===== config.mk =====
export PLATFORM = sky130hd
export DESIGN_NAME = hazard_ctrl_flat
export DESIGN_NICKNAME = d
export VERILOG_FILES = /design/src/rtl/hazard_ctrl_pkg.sv /design/src/rtl/hazard_ctrl_if.sv /design/src/rtl/hazard_ctrl_sat_counter.sv /design/src/rtl/hazard_ctrl.sv /design/src/flat_wrapper.sv
export SDC_FILE = /design/constraint.sdc
export NUM_CORES = 1
export LEC_CHECK = 0
export BUFFER_PORTS_ARGS = -buffer_cell sky130_fd_sc_hd__clkbuf_2
export CAP_MARGIN = 20
export CORE_UTILIZATION = 40
export DETAILED_ROUTE_END_ITERATION = 16
export PLACE_DENSITY = 0.84
export SYNTH_ARGS = -nofsm -noshare
export SYNTH_HDL_FRONTEND = slang
export SYNTH_SLANG_ARGS = --single-unit

===== constraint.sdc =====
create_clock -name clk -period 2.45 [get_ports clk]
set_input_delay 0 -clock clk [delete_from_list [all_inputs] [get_ports clk]]
set_output_delay 0 -clock clk [all_outputs]
set_load 0.05 [all_outputs]

===== src/rtl/hazard_ctrl_pkg.sv =====
// Shared pipeline definitions for the hazard/stall controller:
// FSM encoding, the opcodes that read rt, and instruction field positions.
package hazard_ctrl_pkg;

    // Controller state. RUN is the normal flowing pipeline.
    // STALL holds the extra bubble cycles of a multi-cycle load-use stall.
    typedef enum logic {
        ST_RUN   = 1'b0,
        ST_STALL = 1'b1
    } hz_state_e;

    // Opcodes whose rt field is a source operand, not a destination.
    localparam logic [5:0] OP_RTYPE = 6'h00;
    localparam logic [5:0] OP_BEQ   = 6'h04;
    localparam logic [5:0] OP_BNE   = 6'h05;
    localparam logic [5:0] OP_SW    = 6'h2B;

    // Instruction field slice positions.
    localparam int OP_MSB = 31;
    localparam int OP_LSB = 26;
    localparam int RS_MSB = 25;
    localparam int RS_LSB = 21;
    localparam int RT_MSB = 20;
    localparam int RT_LSB = 16;

    // The stall-cycle counter only needs to hold LOAD_STALL_CYCLES-1, which is at most 14.
    localparam int STALL_CNT_W = 4;

    function automatic logic [5:0] op_of(input logic [31:0] ins);
        return ins[OP_MSB:OP_LSB];
    endfunction

    function automatic logic [4:0] rs_of(input logic [31:0] ins);
        return ins[RS_MSB:RS_LSB];
    endfunction

    function automatic logic [4:0] rt_of(input logic [31:0] ins);
        return ins[RT_MSB:RT_LSB];
    endfunction

    // True when the opcode uses rt as a source register.
    function automatic logic reads_rt(input logic [5:0] op);
        return (op == OP_RTYPE) || (op == OP_BEQ) || (op == OP_BNE) || (op == OP_SW);
    endfunction

endpackage


===== src/rtl/hazard_ctrl_if.sv =====
// Pipeline-side signal bundle of the hazard controller.
// The master modport is the pipeline. The slave modport is hazard_ctrl.
interface hazard_ctrl_if #(
    parameter int CNT_W = 16
);
    logic             PCSrc;
    logic [31:0]      IF_ID_instruction_i;
    logic [31:0]      IF_ID_instruction_r;
    logic             IF_ID_type_i;
    logic             IF_ID_type_r;
    logic             ID_EX_MemRead_i;
    logic [31:0]      ID_EX_write_register_i;

    logic             hazard;
    logic             PC_write;
    logic             IF_ID_write;
    logic             IF_ID_flush;
    logic             stall_active;
    logic [CNT_W-1:0] stall_count;
    logic [CNT_W-1:0] flush_count;

    modport master (
        output PCSrc, IF_ID_instruction_i, IF_ID_instruction_r,
               IF_ID_type_i, IF_ID_type_r, ID_EX_MemRead_i, ID_EX_write_register_i,
        input  hazard, PC_write, IF_ID_write, IF_ID_flush, stall_active,
               stall_count, flush_count
    );

    modport slave (
        input  PCSrc, IF_ID_instruction_i, IF_ID_instruction_r,
               IF_ID_type_i, IF_ID_type_r, ID_EX_MemRead_i, ID_EX_write_register_i,
        output hazard, PC_write, IF_ID_write, IF_ID_flush, stall_active,
               stall_count, flush_count
    );
endinterface


===== src/rtl/hazard_ctrl_sat_counter.sv =====
// Saturating up-counter with an async active-low clear. Used for the debug event counters.
module sat_counter #(
    parameter int W = 16
) (
    input  logic         clk,
    input  logic         rst_n,
    input  logic         inc_en,
    output logic [W-1:0] count
);
    logic [W-1:0] count_q;
    logic [W-1:0] count_d;

    // Next value: step by one unless already pinned at all-ones.
    always_comb begin
        count_d = count_q;
        if (inc_en && (count_q != {W{1'b1}}))
            count_d = count_q + W'(1);
    end

    // Counter register, cleared asynchronously.
    always_ff @(posedge clk or negedge rst_n) begin
        if (!rst_n) count_q <= '0;
        else        count_q <= count_d;
    end

    assign count = count_q;
endmodule


===== src/rtl/hazard_ctrl.sv =====
// Load-use hazard and redirect-flush controller for the dual-issue pipeline.
// Detection and output decode are combinational (Mealy), so the first bubble
// lands in the same cycle as the dependency. A multi-cycle stall is finished
// by the STALL state, which counts down the remaining bubbles.
module hazard_ctrl
    import hazard_ctrl_pkg::*;
#(
    parameter int LOAD_STALL_CYCLES = 1,
    parameter int CNT_W             = 16
) (
    input  logic          clk,
    input  logic          btnc_i,
    hazard_ctrl_if.slave  hz
);
    localparam logic [STALL_CNT_W-1:0] STALL_RELOAD = STALL_CNT_W'(LOAD_STALL_CYCLES - 1);

    hz_state_e              state_q, state_d;
    logic [STALL_CNT_W-1:0] cnt_q, cnt_d;

    logic [4:0] dst;
    logic [4:0] rs_i, rt_i, rs_r, rt_r;
    logic       hit_i, hit_r, luse;

    logic hazard_c, pc_write_c, if_id_write_c, if_id_flush_c, stall_active_c;
    logic stall_inc, flush_inc;

    // Only the low five bits of the write register and the op/rs/rt fields of
    // the instructions are used. The rest of each input is left unused on purpose.
    logic unused_bits;
    assign unused_bits = ^{hz.ID_EX_write_register_i[31:5],
                           hz.IF_ID_instruction_i[15:0],
                           hz.IF_ID_instruction_r[31:26],
                           hz.IF_ID_instruction_r[15:0]};

    // Source-register extraction and load-use match against the EX i-slot load.
    always_comb begin
        dst   = hz.ID_EX_write_register_i[4:0];
        rs_i  = rs_of(hz.IF_ID_instruction_i);
        rt_i  = rt_of(hz.IF_ID_instruction_i);
        rs_r  = rs_of(hz.IF_ID_instruction_r);
        rt_r  = rt_of(hz.IF_ID_instruction_r);
        // i-slot rt is a destination for loads/immediates, so compare it only for rt readers.
        hit_i = hz.IF_ID_type_i &&
                ((rs_i == dst) || (reads_rt(op_of(hz.IF_ID_instruction_i)) && (rt_i == dst)));
        // The r-slot always reads both rs and rt.
        hit_r = hz.IF_ID_type_r && ((rs_r == dst) || (rt_r == dst));
        luse  = hz.ID_EX_MemRead_i && (dst != 5'd0) && (hit_i || hit_r);
    end

    // FSM next-state and Mealy output decode. A redirect always wins.
    always_comb begin
        state_d        = state_q;
        cnt_d          = cnt_q;
        hazard_c       = 1'b0;
        pc_write_c     = 1'b1;
        if_id_write_c  = 1'b1;
        if_id_flush_c  = 1'b0;
        stall_active_c = 1'b0;
        stall_inc      = 1'b0;
        flush_inc      = 1'b0;

        if (hz.PCSrc) begin
            // Redirect: flush IF/ID and keep fetching. Any pending stall is dropped.
            if_id_flush_c = 1'b1;
            flush_inc     = 1'b1;
            state_d       = ST_RUN;
            cnt_d         = '0;
        end else begin
            case (state_q)
                ST_RUN: begin
                    if (luse) begin
                        hazard_c      = 1'b1;
                        pc_write_c    = 1'b0;
                        if_id_write_c = 1'b0;
                        stall_inc     = 1'b1;
                        if (LOAD_STALL_CYCLES > 1) begin
                            cnt_d   = STALL_RELOAD;
                            state_d = ST_STALL;
                        end
                    end
                end
                ST_STALL: begin
                    // ID/EX holds bubbles here, so luse is not looked at.
                    hazard_c       = 1'b1;
                    pc_write_c     = 1'b0;
                    if_id_write_c  = 1'b0;
                    stall_active_c = 1'b1;
                    cnt_d          = cnt_q - STALL_CNT_W'(1);
                    if (cnt_q == STALL_CNT_W'(1))
                        state_d = ST_RUN;
                end
                default: begin
                    state_d = ST_RUN;
                    cnt_d   = '0;
                end
            endcase
        end
    end

    // State and stall-cycle counter registers.
    always_ff @(posedge clk or negedge btnc_i) begin
        if (!btnc_i) begin
            state_q <= ST_RUN;
            cnt_q   <= '0;
        end else begin
            state_q <= state_d;
            cnt_q   <= cnt_d;
        end
    end

    // Outputs are held low for as long as reset is asserted, including PC/IF_ID enables.
    assign hz.hazard       = btnc_i & hazard_c;
    assign hz.PC_write     = btnc_i & pc_write_c;
    assign hz.IF_ID_write  = btnc_i & if_id_write_c;
    assign hz.IF_ID_flush  = btnc_i & if_id_flush_c;
    assign hz.stall_active = btnc_i & stall_active_c;

    sat_counter #(.W(CNT_W)) u_stall_cnt (
        .clk    (clk),
        .rst_n  (btnc_i),
        .inc_en (stall_inc),
        .count  (hz.stall_count)
    );

    sat_counter #(.W(CNT_W)) u_flush_cnt (
        .clk    (clk),
        .rst_n  (btnc_i),
        .inc_en (flush_inc),
        .count  (hz.flush_count)
    );
endmodule


===== src/flat_wrapper.sv =====
// flat-port wrapper written by rule: the top's interface ports become plain ports
module hazard_ctrl_flat import hazard_ctrl_pkg::*;
#(
    parameter int LOAD_STALL_CYCLES = 1,
    parameter int CNT_W             = 16
)
  (clk, btnc_i, hz_PCSrc, hz_IF_ID_instruction_i, hz_IF_ID_instruction_r, hz_IF_ID_type_i, hz_IF_ID_type_r, hz_ID_EX_MemRead_i, hz_ID_EX_write_register_i, hz_hazard, hz_PC_write, hz_IF_ID_write, hz_IF_ID_flush, hz_stall_active, hz_stall_count, hz_flush_count);
  hazard_ctrl_if #(.CNT_W(CNT_W)) hz_i ();
  input  logic clk;
  input  logic btnc_i;
  input wire logic [$bits(hz_i.PCSrc)-1:0] hz_PCSrc;
  input wire logic [$bits(hz_i.IF_ID_instruction_i)-1:0] hz_IF_ID_instruction_i;
  input wire logic [$bits(hz_i.IF_ID_instruction_r)-1:0] hz_IF_ID_instruction_r;
  input wire logic [$bits(hz_i.IF_ID_type_i)-1:0] hz_IF_ID_type_i;
  input wire logic [$bits(hz_i.IF_ID_type_r)-1:0] hz_IF_ID_type_r;
  input wire logic [$bits(hz_i.ID_EX_MemRead_i)-1:0] hz_ID_EX_MemRead_i;
  input wire logic [$bits(hz_i.ID_EX_write_register_i)-1:0] hz_ID_EX_write_register_i;
  output wire logic [$bits(hz_i.hazard)-1:0] hz_hazard;
  output wire logic [$bits(hz_i.PC_write)-1:0] hz_PC_write;
  output wire logic [$bits(hz_i.IF_ID_write)-1:0] hz_IF_ID_write;
  output wire logic [$bits(hz_i.IF_ID_flush)-1:0] hz_IF_ID_flush;
  output wire logic [$bits(hz_i.stall_active)-1:0] hz_stall_active;
  output wire logic [$bits(hz_i.stall_count)-1:0] hz_stall_count;
  output wire logic [$bits(hz_i.flush_count)-1:0] hz_flush_count;
  assign hz_i.PCSrc = hz_PCSrc;
  assign hz_i.IF_ID_instruction_i = hz_IF_ID_instruction_i;
  assign hz_i.IF_ID_instruction_r = hz_IF_ID_instruction_r;
  assign hz_i.IF_ID_type_i = hz_IF_ID_type_i;
  assign hz_i.IF_ID_type_r = hz_IF_ID_type_r;
  assign hz_i.ID_EX_MemRead_i = hz_ID_EX_MemRead_i;
  assign hz_i.ID_EX_write_register_i = hz_ID_EX_write_register_i;
  assign hz_hazard = hz_i.hazard;
  assign hz_PC_write = hz_i.PC_write;
  assign hz_IF_ID_write = hz_i.IF_ID_write;
  assign hz_IF_ID_flush = hz_i.IF_ID_flush;
  assign hz_stall_active = hz_i.stall_active;
  assign hz_stall_count = hz_i.stall_count;
  assign hz_flush_count = hz_i.flush_count;
  hazard_ctrl #(.LOAD_STALL_CYCLES(LOAD_STALL_CYCLES), .CNT_W(CNT_W)) u_core (.clk(clk), .btnc_i(btnc_i), .hz(hz_i));
endmodule

=== Word-level counts from Yosys, hierarchy flattened ===
Cells that the tools add are included.

* $add $sub $neg: 3
* Equality and inequality tests: 10
* Muxes and demuxes: 16
* Bitwise operators: 5
* Reduce and logical (&&, ||, !) cells: 16

{| class="wikitable"
|+ Operators with widths
! kind !! number
|-
| $add 16x1->16 const B || 2
|-
| $ne 16x16->1 const B || 2
|-
| $eq 5x5->1 || 4
|-
| $eq 6x3->1 const B || 2
|-
| $mux 1 || 12
|-
| $mux 4 || 2
|-
| $logic_and 1x1->1 || 7
|-
| $eq 6x6->1 const B || 1
|-
| $logic_not 6->1 || 1
|-
| $logic_or 1x1->1 || 6
|-
| $reduce_bool 5->1 || 1
|-
| $and 1x1->1 || 4
|-
| $eq 4x1->1 const B || 1
|-
| $pmux 1 s2 || 2
|-
| $sub 4x1->4 const B || 1
|-
| $reduce_bool 2->1 || 1
|-
| $not 1->1 || 1
|}

* Flip-flop bits (word level): 37
* Bits of input ports: 102
* Output and inout bits: 37
* Logic and storage cells: 54

=== Logic depth before layout (Yosys ltp) ===
Gate-level depths: netlist (run 1).

* Depth after elaboration: 13
* Gate-level depth with buffers: 9
* Depth with buffers taken out: 8

=== By module ===
A second synthesis (run 1) with hierarchy kept.

* Cell total of the unflattened synthesis: 217
* Area total of the unflattened synthesis: 2359.8 um^2

{| class="wikitable"
|+ Modules (own cells, without submodules)
! module !! times used !! cells an instance !! area an instance (um^2) !! sequential area each (um^2)
|-
| sat_counter || 2 || 72 || 859.6 || 400.4
|-
| hazard_ctrl || 1 || 73 || 640.6 || 125.1
|}

=== Worst setup path after synthesis (run 1) ===
No wires, ideal clock.

* Kind: register to register
* From: register u_core.u_stall_cnt.count_q[0], in the netlist u_core.u_stall_cnt.count[0]
* To: register u_core.u_stall_cnt.count_q[1], in the netlist u_core.u_stall_cnt.count[1]
* Library setup time: 0.125 ns
* Data arrival time: 2.154 ns
* Required time: 2.325 ns
* Path slack: 0.171 ns
* Cell stages (with the launch flop): 9
* Path buffers: 1
* Period minus slack after synthesis: 2.279 ns
* Path through: dfrtp_1 > ha_1 > nand2_1 > nor2_1 > nand2_1 > o21a_1 > o21ai_2 > buf_6 > mux2_4

* Cells in the longest elaborated chain, start to end: 2
* Elaborated cells on any way between the ends: 3
* Those cells by class: add/sub: 1; eq/ne: 1; reduce/logical: 1

{| class="wikitable"
|+ Ends and longest elaborated chain
! what !! RTL line !! source
|-
| start, declared || hazard_ctrl_sat_counter.sv:10 || <nowiki>logic [W-1:0] count_q;</nowiki>
|-
| start signal, assigned || hazard_ctrl_sat_counter.sv:23 || <nowiki>else count_q <= count_d;</nowiki>
|-
| parallel branches: the longest is 2 deep, another holds $add 16x1->16 || -- ||
|}

Several ways; the timed one is not identified.
A chain may end at the register's enable or synchronous reset.

=== Final worst setup path (run 1) ===
* From: register u_core.u_flush_cnt.count_q[3], in the netlist u_core.u_flush_cnt.count[3]
* To: register u_core.u_flush_cnt.count_q[15], in the netlist u_core.u_flush_cnt.count[15]

* Cells in the longest elaborated chain, start to end: 2
* Elaborated cells on any way between the ends: 3
* Those cells by class: add/sub: 1; eq/ne: 1; reduce/logical: 1

{| class="wikitable"
|+ Ends and longest elaborated chain
! what !! RTL line
|-
| start, declared || hazard_ctrl_sat_counter.sv:10
|-
| start signal, assigned || hazard_ctrl_sat_counter.sv:23
|-
| parallel branches: the longest is 2 deep, another holds $add 16x1->16 || --
|}

Several ways; the timed one is not identified.

==> metrics, run 1 <==
crit path DAT 2260 ps; most used cell, CP nand4_1; worst path cell trace nand4_1 > inv_1 > nand3_1 > o31a_1 > nand4_1 > nor4_1 > xor2_1; top cell type's share of synthesized area 44.8%; via count 1,700; final wirelength 4330 um; crit path launch type flip-flop; IO Port Bufs 73; Clock Skew 7.47 ps; first-pass GRT wire length 7320 um; worst vdd ir 0.000432 V; Placed Cells 345; post-CTS setup buffers 0; Total Routing Usage GR 17.8%; vias per inst 4.82; layout cells sized above 1 31.1%; largest net degree at the start of global routing 26; DR WL/cell 12.3 um; pwr dens 655 nW/um^2; CTS tree done; largest cells by area after synthesis dfrtp_1, xor2_1, xnor2_1; clk buf depth 2; Die H 73.9 um; area grow syn2layout 25.3%; Max FO, Critical Path 7; clock sink count 37; # DRC 0; leakage power 1.37 nW; Final Cycle Share 83.9%; Slew Viols, Final 0; Row Count 25; Crit-path slowest cell dfrtp_1; Mapped Area 2070 um^2; worst-skew pair later-pin latency 290 ps; sequential fraction of the synthesis area 44.8%; grt ovf 0; syn_nets 317; final count of hold timing violations 0; Ports 139; Synth Register Bits 37; antenna violations before repair 0; worst-margin pin slew 810 ps; area of the die 5460 um^2; DRT antenna net count 0; total CTS buffers 5; Ys Warns 0; Initial DRC Count 65; Post-synth top cells dfrtp_1, xor2_1, nor2_1; Clock transition at path regs 70 ps; FMAX 486 MHz; Slew headroom 46.0%; Antenna Cells 0; number of enable flip-flop cells after synthesis 0; crit end category flip-flop; nets 392; Max-cap violations 0; CORE AREA 4850 um^2; H-tree levels 2; Setup Crit Path Kind flip-flop to flip-flop; Synth Flop Type dfrtp_1; Finished Layout Cells 353; CP peak stage delay 430 ps; Root Buffer clkbuf_8; DR pass1 iterations 4; Netlist cell types 35; worst min path class primary input to flip-flop; Die X-Extent 73.9 um; status complete, no violations; unrepaired setup endpoints after global routing false; final setup vio count 0; vias in the first global route 1,618; Initial Util 42.7%; FFs w/ async S/R, synth 100%; Min Clock Period, post-route 2060 ps; cell count after synthesis 211; Yosys top cell by area dfrtp_1; Critical Path RT 2650 ps; synthesized area per cell 9.80 um^2; GP Congestion 0.779; Setup TNS 0 ps; cell with the most instances after synthesis dfrtp_1; Final HPWL DP 3350 um
placed cells by master, fill, tap and decap left out, types with 2 or more instances in the layout:
cell | synthesis | routed
or2_2 | 2 | 2
nand4_1 | 8 | 8
and2_1 | 2 | 2
o21a_1 | 2 | 2
dfrtp_1 | 37 | 37
xor2_1 | 32 | 32
xnor2_1 | 20 | 20
buf_4 | 1 | 3
and3_1 | 2 | 2
and4_1 | 2 | 2
nand2_1 | 15 | 15
nand3_1 | 20 | 20
clkbuf_8 | 0 | 6
a21oi_1 | 2 | 2
ha_1 | 4 | 4
inv_1 | 6 | 6
nor2_1 | 24 | 24
clkbuf_2 | 0 | 73
nor3_1 | 9 | 9
final cells by class:
class	count	area, um^2
Timing Repair Buffer	77	398
Multi-Input combinational cell	159	1070
Sequential cell	37	926
Fill cell	430	2260
Tap cell	67	83.8
Clock buffer	7	86.3
Inverter	6	22.5
stage by stage:
step | power [mW] | hold WS (ps) | utilization [%] | cell area (um^2) | worst slack (ps)
after detailed placement | 1.29 | -64.4 | 51.5 | 2490 | 384
final | 1.70 | 25.1 | 53.4 | 2590 | 393
after CTS | 1.72 | 16.1 | 53.4 | 2590 | 410
after floorplan | 1.14 | -296 | - | 2070 | 171
after global routing | 1.79 | 41.3 | 53.4 | 2590 | 202
after global placement | 1.28 | -74.2 | 51.5 | 2490 | 440
per-layer routing:
| metal | GRT usage [%] | share of wire (%) |
|---|---|---|
| met3 | 5.62 | 5.2 |
| met5 | 0 | 0 |
| met4 | 5.77 | 1.4 |
| met2 | 26.7 | 47 |
| met1 | 24.6 | 46 |
repair_timing:
item                                   CTS  global route
hold buffers                             1             0
resized for setup                        0             0
endpoints found under the hold margin   12             0
registers in the layout, summed over array words and instances, names as in the netlist:
name	flops
u_core.u_flush_cnt.count	16
u_core.cnt_q	4
u_core.state_q	1
u_core.u_stall_cnt.count	16
worst max-delay path, delay by kind of cell (launching register included):
family	cells	cell delay, ps
compound gates	1	210
flops	1	430
simple gates	4	1030
buf+inv	1	110
xor+xnor	1	200
power breakdown:
| group | total, mW | switching, mW | internal [mW] |
|---|---|---|---|
| sequential | 0.760 | 0.0840 | 0.676 |
| clock | 0.420 | 0.197 | 0.223 |
| combinational | 0.518 | 0.364 | 0.154 |
| total | 1.70 | 0.645 | 1.05 |
cell families after synthesis:
group | count (synthesis) | share of synthesized area (%)
AO/OA/AOI/OAI | 11 | 4.11
multiplexers | 1 | 0.726
AND/OR/NAND/NOR | 91 | 22.7
buffers and inverters | 15 | 3.27
adder cells (fa/ha/maj) | 4 | 2.42
XOR/XNOR | 52 | 22.0
flip-flops | 37 | 44.8
path summary, 6_finish.rpt:
| check | from | endpoint | slack, ps | cells after the start |
|---|---|---|---|---|
| worst max-delay path | u_core.u_flush_cnt.count[3] | u_core.u_flush_cnt.count[15] | 390 | 7 |
| worst min-delay path | hz_PCSrc | u_core.cnt_q[0] | 30 | 2 |
| worst max register to register | u_core.u_flush_cnt.count[3] | u_core.u_flush_cnt.count[15] | 390 | 7 |
| worst min register to register | u_core.u_flush_cnt.count[10] | u_core.u_flush_cnt.count[10] | 490 | 1 |
| max in group asynchronous | btnc_i | u_core.u_flush_cnt.count[9] | 1650 | 3 |
| min in group asynchronous | btnc_i | u_core.u_flush_cnt.count[5] | 160 | 2 |
Note: power is estimated with default switching activity, not from simulation.
==> run 2, diff against run 1 <==
ABC_AREA = 1   (was default)
PLACE_DENSITY = 0.81   (was 0.84)
clock period = 2 ns   (was 2.45 ns; I/O delays follow)
==> metrics, run 2 <==
reg2reg setup slack 200 ps; grt ovf 0; cell with the most instances after synthesis nand2_1; Post-synth top cells nand2_1, dfrtp_1, inv_1; Yosys top cell by area dfrtp_1; worst vdd ir 0.000590 V; area grow syn2layout 21.4%; # DRC 0; Fillers 581; Max FO, Critical Path 8; DRT antenna net count 0; Slew headroom 68.4%; Setup TNS 0 ps; IO Port Bufs 73; met1 Track Usage GR 21.2%; cell count after synthesis 324; WHS Endpoint u_core.cnt_q[0]; sequential fraction of the synthesis area 38.1%; Die H 79.9 um; crit path DAT 1980 ps; Netlist cell types 28; nets 505; number of enable flip-flop cells after synthesis 0; final count of hold timing violations 0; syn_nets 430; hold path cells 4; via count 2,350; Comb power frac 33.2%; antenna violations before repair 0; H-tree levels 2; Synth Register Bits 37; crit path launch type flip-flop; worst-skew pair later-pin latency 290 ps; clock sink count 37; gr busiest metal met2; largest net degree at the start of global routing 38; vias per inst 4.96; internal power 1.26 mW; post-placement setup slack 119 ps; top cell type's share of synthesized area 38.1%; Synth Flop Type dfrtp_1; post-CTS setup buffers 0; clk buf depth 2; Design Area, Final 2950 um^2; DR pass1 iterations 4; Max-cap violations 0; final wirelength 5500 um; clock network fraction of design power 23.1%; met2 GRT Util 31.5%; FMAX 556 MHz; hold slack 105 ps; Mapped Area 2430 um^2; Root Buffer clkbuf_8; DR WL/cell 11.6 um; Slew Viols, Final 0; Flop pwr share 43.7%; Final HPWL DP 4160 um; Total Routing Usage GR 18.1%; largest cells by area after synthesis dfrtp_1, nand2_1, xor2_1; Initial Util 41.3%; Ports 139; Die X-Extent 79.9 um; CP peak stage delay 400 ps; Net Sw Power 878 uW; Sw Ratio 41.0%; unrepaired setup endpoints after global routing false; GP Congestion 0.838; Min Clock Period, post-route 1800 ps; Initial DRC Count 84; synthesized area per cell 7.50 um^2; Final Cycle Share 89.9%; RR Endpoint u_core.u_flush_cnt.count[13]; worst path cell trace ha_1 > nand3_1 > nor2_1 > nand3_1 > nand2_2 > nor2_1 > nand2_1 > nor2_2 > nand2_1 > nand2_1 > nand2_1; met3 Track Usage GR 4.00%; CTS tree done; Row Count 28; most used cell, CP nand2_1; Pwr Total 2.14 mW; Crit-path slowest cell dfrtp_1; hold path start hz_PCSrc; worst setup margin 202 ps; vias in the first global route 2,126; CORE AREA 5890 um^2; final setup vio count 0; FFs w/ async S/R, synth 100%; first-pass GRT wire length 9040 um; pwr dens 726 nW/um^2; area of the die 6390 um^2; most common cell after layout, fill and taps aside nand2_1; commonest cells after routing, fill and taps aside nand2_1, clkbuf_2, inv_1; status complete, no violations; r2r worst-path depth 11; Setup Crit Path Kind flip-flop to flip-flop; Antenna Cells 0; leakage power 1.64 nW; Clock Skew 7.14 ps; Clock transition at path regs 80 ps; total CTS buffers 5; Ys Warns 0; layout cells sized above 1 24.3%; worst-margin pin slew 475 ps; Critical Path RT 2180 ps; Placed Area 2860 um^2; worst min path class primary input to flip-flop; reg-to-reg startpoint u_core.u_flush_cnt.count[0]; crit end category flip-flop
run 2: routing by layer:
layer | share of wire, % | wire (um)
met1 | 45 | 2470
met2 | 49 | 2690
met3 | 4.3 | 237
met4 | 1.9 | 104
met5 | 0 | 0
run 2: logic make-up after synthesis:
| family | synth area share (%) |
|---|---|
| buffers and inverters | 8.44 |
| xor gates and xnor gates | 15.1 |
| adders and majority gates | 2.06 |
| and+or+nand+nor | 33.8 |
| DFF | 38.1 |
| AOI/OAI and AO/OA | 2.47 |
run 2: timing repair:
| action | 4_1_cts | 5_1_grt |
|---|---|---|
| setup endpoints to repair | 0 | 1 |
| gates resized for setup | 0 | 1 |
| hold endpoints to repair | 37 | 0 |
| hold buffers | 1 | 0 |
run 2: critical path: cells and delay by family (launching register included):
family | cells | cell delay (ps)
adders and majority gates | 1 | 230
DFF | 1 | 400
and+or+nand+nor | 10 | 1070
run 2: power by group through the flow:
stage                     logic (mW)  registers, mW  clock network [mW]
final                          0.711          0.934               0.495
after floorplan                0.239           1.22                   0
after global placement         0.694          0.945                   0
after global routing           0.776          0.952               0.533
after CTS                      0.715          0.932               0.512
after detailed placement       0.713          0.946                   0
run 2: cell type report:
type	instances	area (um^2)	share of cell area, %
clock buffers	6	72.6	2.46
clock inverters	1	5.00	0.170
inverters	40	150	5.09
multi-input cells	238	1300	44.1
flip-flops and latches	37	928	31.5
well taps	75	93.8	3.18
repair buffers	77	398	13.5
run 2: worst max path at each step:
stage                                 from                           end  slack (ps)  depth (start not counted)
2_1_floorplan  u_core.u_flush_cnt.count[0]   u_core.u_flush_cnt.count[8]          60                          8
3_3_place_gp   u_core.u_flush_cnt.count[0]  u_core.u_flush_cnt.count[13]         210                         11
3_5_place_dp   u_core.u_flush_cnt.count[0]  u_core.u_flush_cnt.count[13]         120                         11
4_1_cts        u_core.u_flush_cnt.count[0]  u_core.u_flush_cnt.count[13]         110                         11
5_1_grt        u_core.u_flush_cnt.count[1]  u_core.u_flush_cnt.count[13]          20                         11
6_report       u_core.u_flush_cnt.count[0]  u_core.u_flush_cnt.count[13]         200                         11
run 2: per-stage QoR:
| stage | instances | util [%] |
|---|---|---|
| after floorplan | 324 | - |
| after global placement | 466 | 48.6 |
| after detailed placement | 466 | 48.6 |
| after CTS | 474 | 50.1 |
| after global routing | 474 | 50.1 |
| final | 474 | 50.1 |
==> run 3, diff against run 2 <==
PLACE_DENSITY = 0.78   (was 0.81)
SYNTH_HIERARCHICAL = 1   (was default)
==> metrics, run 3 <==
Placed Area 3220 um^2; Min Clock Period, post-route 1710 ps; met1 Track Usage GR 23.5%; RR Endpoint u_core/u_flush_cnt/count[11]; number of enable flip-flop cells after synthesis 0; via count 2,782; Ys Warns 6; crit path DAT 1940 ps; worst-skew pair later-pin latency 290 ps; reg2reg setup slack 290 ps; crit end category flip-flop; GP Congestion 0.814; synthesized area per cell 6.77 um^2; Root Buffer clkbuf_8; area grow syn2layout 19.6%; top cell type's share of synthesized area 33.0%; syn_nets 520; cell count after synthesis 414; Netlist cell types 26; most common cell after layout, fill and taps aside nand2_1; nets 594; final count of hold timing violations 0; post-CTS setup buffers 0; Die X-Extent 85.7 um; Row Count 30; status complete, no violations; pwr dens 813 nW/um^2; FMAX 585 MHz; Initial DRC Count 94; gr busiest metal met2; first-pass GRT wire length 11,100 um; Slew Viols, Final 0; Setup TNS 0 ps; largest net degree at the start of global routing 27; Pwr Total 2.73 mW; Synth Flop Type dfrtp_1; Max-cap violations 0; Fillers 665; reg-to-reg startpoint u_core/u_flush_cnt/count[0]; final setup vio count 0; Antenna Cells 0; Multi-input gate area 1610 um^2; final wirelength 6560 um; # DRC 0; Synth Register Bits 37; Final Cycle Share 85.5%; Max FO, Critical Path 16; Total Routing Usage GR 18.5%; FFs w/ async S/R, synth 100%; Initial Util 41.3%; sequential standard cell area 926 um^2; Setup Crit Path Kind flip-flop to flip-flop; leakage power 1.73 nW; hold path cells 3; vias in the first global route 2,598; WHS Endpoint u_core/cnt_q[0]; worst-margin pin slew 407 ps; worst min path class primary input to flip-flop; H-tree levels 2; cell with the most instances after synthesis nand2_1; clock sink count 37; hold path start hz_PCSrc; clk buf depth 2; worst vdd ir 0.000850 V; Ports 139; layout cells sized above 1 24.1%; unrepaired setup endpoints after global routing false; Clock transition at path regs 80 ps; met3 Track Usage GR 2.69%; sequential fraction of the synthesis area 33.0%; Mapped Area 2800 um^2; r2r worst-path depth 8; Critical Path RT 2230 ps; DRT antenna net count 0; met2 GRT Util 32.9%; largest cells by area after synthesis dfrtp_1, nand2_1, inv_1; Design Area, Final 3350 um^2; area of the die 7350 um^2; crit path launch type flip-flop; Yosys top cell by area dfrtp_1; Setup crit start u_core/u_flush_cnt/count[0]; DR pass1 iterations 4; Slew headroom 72.8%; IO Port Bufs 73; Clock Skew 11.2 ps; vias per inst 4.76; grt ovf 0; DR WL/cell 11.2 um; CORE AREA 6790 um^2; total CTS buffers 5; Final HPWL DP 5020 um; commonest cells after routing, fill and taps aside nand2_1, clkbuf_2, inv_1; Die H 85.7 um; antenna violations before repair 0; Post-synth top cells nand2_1, inv_1, nor2_1; CTS tree done
==> run 3: cell types whose count changed after synthesis, sizes merged, moves of 2 or more <==
cell   delta
nor3      -6
o21ai    +16
nand4     -9
nand3     +2
nor4      -2
nand2    +70
xor2     -15
nor2     +25
inv       +9
==> run 3: through the flow <==
step	std cells	hold WS, ps	utilization [%]	setup WS [ps]
global placement	576	-73.1	47.4	210
global route	585	60.6	49.3	146
detailed placement	576	-68.0	47.4	154
floorplan	414	-296	-	174
CTS	585	37.2	49.3	308
finish	585	49.5	49.3	289
==> run 3: timing repair <==
action / CTS / global route
hold endpoints to repair: 11 / 0
hold buffers: 1 / 0
gates resized for setup: 0 / 0
endpoints found under the setup margin: 0 / 0
==> run 3: worst max path at each step <==
stage | to | slack [ps] | cells after the start
after floorplan | u_core/u_stall_cnt/count[6] | 170 | 9
after global placement | u_core/u_stall_cnt/count[7] | 210 | 14
after detailed placement | u_core/u_stall_cnt/count[10] | 150 | 15
after CTS | u_core/u_stall_cnt/count[10] | 310 | 8
after global routing | u_core/u_flush_cnt/count[5] | 150 | 7
final | u_core/u_flush_cnt/count[11] | 290 | 8
==> run 3: kinds of logic after synthesis <==
logic type                 synth area share, %
AOI/OAI and AO/OA                         5.94
xor gates and xnor gates                  8.13
adders and majority gates                 1.79
buffers and inverters                     9.51
DFF                                       33.0
and+or+nand+nor                           41.6
==> run 3: layout make-up <==
class / count / share of cell area [%]
well taps: 96 / 3.58
clock inverters: 2 / 1.12
flip-flops and latches: 37 / 27.6
repair buffers: 76 / 11.7
inverters: 49 / 5.49
multi-input cells: 319 / 48.1
clock buffers: 6 / 2.46
==> run 3: power by group <==
part,internal (mW),switching (mW)
logic,0.269,0.745
registers,0.858,0.169
clock network,0.406,0.279
==> run 3: worst max-delay path, stage by stage (launching register included) <==
cell	delay, ps
dfrtp_1	460
ha_1	320
inv_2	120
nor2_4	50
nand2_2	100
nor2_4	50
nor2_4	320
nand2_1	130
o21ai_2	70
==> run 3: per-layer routing <==
layer,vias up,wire length [um]
met5,-,0
met4,0,70
met3,8,224
met2,74,3200
met1,1270,3070
li1,1430,-
